==> src/rtl/writeback_stage.sv <==
`default_nettype none
// ============================================================================
// Module      : writeback_stage
// Description : Final pipeline stage. Latches one retiring instruction per
//               cycle in the MEM/WB register, formats load data, selects the
//               write-back result and drives the register-file write port plus
//               a forwarding copy. Tracks retired instructions and a sticky
//               load-fault flag.
// Revision    : 1.0 - initial release
// ============================================================================
module writeback_stage #(
  parameter int XLEN = 32,
  parameter int ADDR = 5
) (
  input  logic            clk,
  input  logic            rst,
  input  logic            in_valid,
  output logic            in_ready,
  input  logic            flush,
  input  logic            hold,
  input  logic            in_reg_write,
  input  logic [ADDR-1:0] in_rd_addr,
  input  logic [1:0]      in_wb_sel,
  input  logic [XLEN-1:0] in_alu_result,
  input  logic [XLEN-1:0] in_mem_rdata,
  input  logic [2:0]      in_funct3,
  input  logic [1:0]      in_addr_lsb,
  input  logic [XLEN-1:0] in_pc_plus4,
  output logic            rf_write_en,
  output logic [ADDR-1:0] rf_rd_addr,
  output logic [XLEN-1:0] rf_rd_data,
  output logic            fwd_valid,
  output logic [ADDR-1:0] fwd_rd_addr,
  output logic [XLEN-1:0] fwd_data,
  output logic [31:0]     retire_count,
  output logic            misalign_err,
  input  logic            err_clear
);

  localparam logic [1:0] c_wb_load = 2'b01;
  localparam logic [1:0] c_wb_link = 2'b10;

  localparam logic [2:0] c_f3_lb  = 3'b000;
  localparam logic [2:0] c_f3_lh  = 3'b001;
  localparam logic [2:0] c_f3_lw  = 3'b010;
  localparam logic [2:0] c_f3_lbu = 3'b100;
  localparam logic [2:0] c_f3_lhu = 3'b101;

  // MEM/WB register and bookkeeping state
  logic            valid_q,     valid_d;
  logic            reg_write_q, reg_write_d;
  logic [ADDR-1:0] rd_addr_q,   rd_addr_d;
  logic [XLEN-1:0] data_q,      data_d;
  logic            faulted_q,   faulted_d;
  logic [31:0]     retire_q,    retire_d;
  logic            misalign_q,  misalign_d;

  logic            w_capture;
  logic            w_fault;
  logic [7:0]      w_byte;
  logic [15:0]     w_half;
  logic [XLEN-1:0] w_load_data;
  logic [XLEN-1:0] w_result;
  logic            w_write;

  assign in_ready  = !rst && !hold;
  assign w_capture = in_valid && in_ready && !flush;

  assign w_byte = in_mem_rdata[{in_addr_lsb, 3'b000} +: 8];
  assign w_half = in_addr_lsb[1] ? in_mem_rdata[31:16] : in_mem_rdata[15:0];

  // Load alignment / extension and fault detection for the incoming beat
  always_comb begin
    w_load_data = '0;
    w_fault     = 1'b0;
    case (in_funct3)
      c_f3_lb:  w_load_data = {{(XLEN-8){w_byte[7]}}, w_byte};
      c_f3_lbu: w_load_data = {{(XLEN-8){1'b0}}, w_byte};
      c_f3_lh: begin
        w_load_data = {{(XLEN-16){w_half[15]}}, w_half};
        w_fault     = in_addr_lsb[0];
      end
      c_f3_lhu: begin
        w_load_data = {{(XLEN-16){1'b0}}, w_half};
        w_fault     = in_addr_lsb[0];
      end
      c_f3_lw: begin
        w_load_data = in_mem_rdata;
        w_fault     = (in_addr_lsb != 2'b00);
      end
      default:  w_fault = 1'b1;  // funct3 011/110/111 are not loads
    endcase
    // Faults only matter when the result actually comes from memory
    if (in_wb_sel != c_wb_load) begin
      w_fault = 1'b0;
    end
  end

  // Result select; the reserved encoding 11 falls back to the ALU result
  always_comb begin
    case (in_wb_sel)
      c_wb_load: w_result = w_load_data;
      c_wb_link: w_result = in_pc_plus4;
      default:   w_result = in_alu_result;
    endcase
  end

  // Next-state for MEM/WB register, retire counter and sticky fault flag
  always_comb begin
    valid_d     = 1'b0;
    reg_write_d = reg_write_q;
    rd_addr_d   = rd_addr_q;
    data_d      = data_q;
    faulted_d   = faulted_q;
    retire_d    = retire_q;
    misalign_d  = misalign_q;
    if (err_clear) begin
      misalign_d = 1'b0;
    end
    if (w_capture) begin
      valid_d     = 1'b1;
      reg_write_d = in_reg_write;
      rd_addr_d   = in_rd_addr;
      data_d      = w_result;
      faulted_d   = w_fault;
      if (w_fault) begin
        misalign_d = 1'b1;        // a new fault beats a same-cycle clear
      end else begin
        retire_d = retire_q + 32'd1;
      end
    end
  end

  // State update with synchronous reset
  always_ff @(posedge clk) begin
    if (rst) begin
      valid_q     <= 1'b0;
      reg_write_q <= 1'b0;
      rd_addr_q   <= '0;
      data_q      <= '0;
      faulted_q   <= 1'b0;
      retire_q    <= '0;
      misalign_q  <= 1'b0;
    end else begin
      valid_q     <= valid_d;
      reg_write_q <= reg_write_d;
      rd_addr_q   <= rd_addr_d;
      data_q      <= data_d;
      faulted_q   <= faulted_d;
      retire_q    <= retire_d;
      misalign_q  <= misalign_d;
    end
  end

  // rst gates the outputs so an in-flight entry never reaches the register file
  assign w_write     = valid_q && reg_write_q && (rd_addr_q != '0) && !faulted_q && !rst;
  assign rf_write_en = w_write;
  assign rf_rd_addr  = rst ? '0 : rd_addr_q;
  assign rf_rd_data  = rst ? '0 : data_q;

  assign fwd_valid   = rf_write_en;
  assign fwd_rd_addr = rf_rd_addr;
  assign fwd_data    = rf_rd_data;

  assign retire_count = retire_q;
  assign misalign_err = misalign_q;

endmodule
`default_nettype wire

==> config.mk <==
export PLATFORM = sky130hd
export DESIGN_NAME = writeback_stage
export DESIGN_NICKNAME = d
export VERILOG_FILES = /design/src/rtl/writeback_stage.sv
export SDC_FILE = /design/constraint.sdc
export NUM_CORES = 1
export LEC_CHECK = 0
export ABC_CLOCK_PERIOD_IN_PS = 2400
export CORE_MARGIN = 1.5
export CORE_UTILIZATION = 41
export DETAILED_ROUTE_END_ITERATION = 6
export GPL_ROUTABILITY_DRIVEN = 0
export GPL_TIMING_DRIVEN = 0
export PLACE_DENSITY = 0.85
export RECOVER_POWER = 25
export SETUP_SLACK_MARGIN = 0.3
export SYNTH_ARGS = -nofsm -noshare
export SYNTH_HDL_FRONTEND = slang
export SYNTH_SLANG_ARGS = --single-unit
==> constraint.sdc <==
create_clock -name clk -period 2.4 [get_ports clk]
set_input_delay 0.48 -clock clk [delete_from_list [all_inputs] [get_ports clk]]
set_output_delay 0.48 -clock clk [all_outputs]
set_load 0.05 [all_outputs]
==> flow_summary_export.csv <==
group,metric,value,unit
outcome,status,"completed",
die,die_height,109,um
clock_tree,insertion_delay,0.36,ns
logic_synthesis,synth-edff-count,0,
critical_path,r2r_cells,5,
pwr,share_seq_of_total_power,40.7,%
drt,route.detailed.drc,0,
die,initial_core_util,42.1,%
critical_path,req_time_crit_path,2.66,ns
die,die_width,109,um
logic_synthesis,synthesis.area_per_instance,7.99,um^2
logic_synthesis,synth_compound_area_share,19.6,%
drt,routed_via_density,5.97,
logic_synthesis,synth.net_count,692,
logic_synthesis,synth.yosys.seq_area_share,31.9,%
critical_path,crit-reg2reg-capture,"retire_count[31]",
logic_synthesis,synth_xor_xnor_area_share,4.39,%
logic_synthesis,post_synth_instance_area,4590,um^2
critical_path,worstSetupStartpointType,"input port",
global_route,first_global_vias,5696,
timing,final_hold_viol_count,0,
critical_path,worst_setup_path_end_kind,"flip-flop",
clock_tree,cts_sink_cnt,73,
timing,rsz0062_at_grt,"true",
logic_synthesis,syn-instance-count,574,
logic_synthesis,synth_cell_types,56,
timing,pins_over_slew_limit,0,
logic_synthesis,yosys.area.top_type,"sky130_fd_sc_hd__dfxtp_1",
layout,drive_above_1_share,30.8,%
pwr,post-layout-total-power,3.08,mW
logic_synthesis,synthesized_area_fraction_occupied_by_adder_cells,0.818,%
hold_path,whs_endpoint,"faulted_q",
hold_path,hold_class,"flip-flop to flip-flop",
global_route,grt.total_usage,31.7,%
timing,achievable-frequency,0.447,GHz
drt,drt.antenna.violating_nets,0,
die,num_io_pins,225,
drt,wirelength,19600,um
timing,portion_of_the_clock_cycle_consumed_by_the_worst_path_in_the_final_layout,93.3,%
layout,final_non_filler_cells,973,
hold_path,hold_path.startpoint,"faulted_q",
die,area_enclosed_by_the_die_boundary,11800,um^2
pwr,power.clock.fraction,29.9,%
placed_design,number_of_buffer_cells_added_on_primary_ports,223,
global_route,initial_antenna_violation_count,2,
drt,drt_first_pass_iters,6,
drt,detailedRoute.firstIterationViolations,583,
clock_tree,tritoncts,"built",
logic_synthesis,synth-main-ff-cell,"sky130_fd_sc_hd__dfxtp_1",
clock_tree,clockRootBuffer,"sky130_fd_sc_hd__clkbuf_8",
pwr,switching_share,33.7,%
pwr,power_density,416,nW/um^2
drt,detailroute.via_count,5807,
logic_synthesis,synthesis.yosys.warnings,0,
logic_synthesis,ys_top_cells_by_area,"sky130_fd_sc_hd__dfxtp_1 (32%), sky130_fd_sc_hd__buf_4 (6.4%), sky130_fd_sc_hd__nor2b_1 (5.9%)",
critical_path,setup_slack_of_the_worst_register_to_register_path,0.41,ns
layout,area_growth_from_synthesis_to_layout,61.5,%
clock_tree,cts.path.max_buffers,2,
critical_path,crit_path_max_fanout,10,
timing,min_period,2.24,ns
drt,routedWlPerCell,20.2,um
placed_design,dpl.cell_count,937,
critical_path,worst-endpoint-arrival,2.50,ns
logic_synthesis,async_reset_ff_share,0,%
global_route,grt_start_max_net_pins,16,
logic_synthesis,synth_simple_gate_area_share,30.7,%
timing,worst_clock_skew,0.0121,ns
critical_path,setup.worst_path.class,"input port to flip-flop",
timing,fin_setup_tns,0,ns
layout,post-route-cell-area,7410,um^2
pwr,internal-power,2.04,mW
die,rows,38,
placed_design,detailed_place_hpwl,14000,um
layout,postLayoutCoreUtil,68.0,%
hold_path,timing.hold.worst_path_depth,2,
layout,final_net_count,945,
clock_tree,cts-buffers-inserted,9,
critical_path,worst_r2r_startpoint,"retire_count[10]",
clock_tree,cts.clk_slew.worst_paths,0.09,ns
timing,worst_pin_slew,0.629,ns
logic_synthesis,largest_family_of_logic_cells_by_synthesized_area,"simple AND/OR/NAND/NOR gates",
die,placeableCoreArea,10900,um^2
clock_tree,number_of_h_tree_branching_levels,3,
pwr,switchingPower,1.04,mW
pwr,worst_ir_drop_vdd,0.370,mV
timing,worst_slew_margin_rel,58.1,%
logic_synthesis,synth.top_cell.area_share,31.9,%
timing,setup_violations,0,
global_route,globalRoute.totalOverflow,0,
placed_design,placed_area,7010,um^2
run,maxCapViolCount,0,
logic_synthesis,post_synth_mux_area_share,2.92,%
logic_synthesis,ys_ff_latch,73,
global_route,grt_first_pass_wirelength,28700,um
pwr,p_leak,3.10,nW
pwr,comb_power_share,29.4,%
state kept, by name, summed over array words and instances (netlist names):
signal / flops
data_q: 32
faulted_q: 1
misalign_err: 1
rd_addr_q: 5
reg_write_q: 1
retire_count: 32
valid_q: 1
repair_timing:
action | in CTS | in global routing
endpoints found under the hold margin | 0 | 0
hold buffers | 0 | 0
cloned | 2 | 0
gates resized for setup | 518 | 66
buffers inserted | 13 | 4
setup endpoints to repair | 149 | 129
pin swaps | 10 | 13
power groups by stage:
stage	sequential, mW	combinational (mW)	clock, mW
global route	1.26	0.938	0.988
CTS	1.26	0.862	0.924
finish	1.26	0.906	0.922
detailed placement	1.28	0.806	0
floorplan	1.28	0.431	0
global placement	1.28	0.794	0
area by class of cell:
class	instances	area, um^2
multi-input cells	422	3010
clock inverters	7	58.8
diodes	1	2.50
flip-flops and latches	73	1470
repair buffers	242	2010
well taps	140	175
plain buffers	74	533
clock buffers	9	124
fillers	842	3480
inverters	5	27.5
critical path, cell delays in order:
cell	delay, ns
sky130_fd_sc_hd__clkdlybuf4s50_1	0.44
sky130_fd_sc_hd__nor2_4	0.13
sky130_fd_sc_hd__nand3b_4	0.17
sky130_fd_sc_hd__inv_6	0.13
sky130_fd_sc_hd__clkbuf_2	0.25
sky130_fd_sc_hd__clkbuf_1	0.51
sky130_fd_sc_hd__nor2_1	0.15
sky130_fd_sc_hd__a221oi_2	0.23
per-layer routing:
| layer | GRT usage [%] | routed length (um) | up-vias |
|---|---|---|---|
| li1 | - | - | 2555 |
| met1 | 34.0 | 6480 | 2682 |
| met2 | 56.8 | 9940 | 463 |
| met3 | 9.56 | 2240 | 105 |
| met4 | 14.8 | 976 | 2 |
| met5 | 0 | 11 | - |
Yosys cell counts (all sizes together), types with 13 or more instances:
library cell  number
a21oi             34
a221oi            24
and2              18
and3              16
buf               46
clkbuf            28
dfxtp             73
nand2             40
nand3             13
nor2              69
nor2b             43
o21ai             15
o22ai             16
xnor2             16
through the flow:
step	setup WS (ns)	hold WS, ns
5_1_grt	0.127	0.499
6_report	0.162	0.482
3_5_place_dp	-0.919	0.449
3_3_place_gp	-0.861	0.440
4_1_cts	0.0455	0.479
2_1_floorplan	0.138	0.432
cell families (layout without fill, tap and decap cells):
group,count (synthesis),after routing
xor gates and xnor gates,23,23
DFF,73,73
muxes,11,11
and+or+nand+nor,257,257
adders and majority gates,3,3
buffers and inverters,79,337
AOI/OAI and AO/OA,128,128
other,0,1
how the worst max path moves through the flow:
stage | startpoint | endpoint | slack (ns) | cells after the start
after floorplan | rst | rf_rd_data[0] | 0.14 | 3
after global placement | rst | rf_write_en | -0.86 | 6
after detailed placement | rst | rf_write_en | -0.92 | 6
after CTS | rst | rf_write_en | 0.05 | 6
after global routing | hold | data_q[30] | 0.13 | 8
final | hold | data_q[30] | 0.16 | 8
cell usage in the layout, fill, tap and decap left out, drive strengths merged, types with 6 or more instances in the layout:
| cell type | count |
|---|---|
| buf | 121 |
| clkdlybuf4s50 | 110 |
| dfxtp | 73 |
| nor2 | 69 |
| clkbuf | 69 |
| nor2b | 43 |
| nand2 | 40 |
| a21oi | 34 |
| a221oi | 24 |
| and2 | 18 |
| xnor2 | 16 |
| o22ai | 16 |
| and3 | 16 |
| o21ai | 15 |
| dlygate4sd2 | 13 |
| nand3 | 13 |
| nor3 | 12 |
| or3 | 11 |
| a211oi | 10 |
| mux2 | 9 |
| o32ai | 9 |
| nand4 | 8 |
| inv | 8 |
| xor2 | 7 |
| nor4 | 7 |
| dlymetal6s2s | 6 |
(Power assumes the default switching activity.)
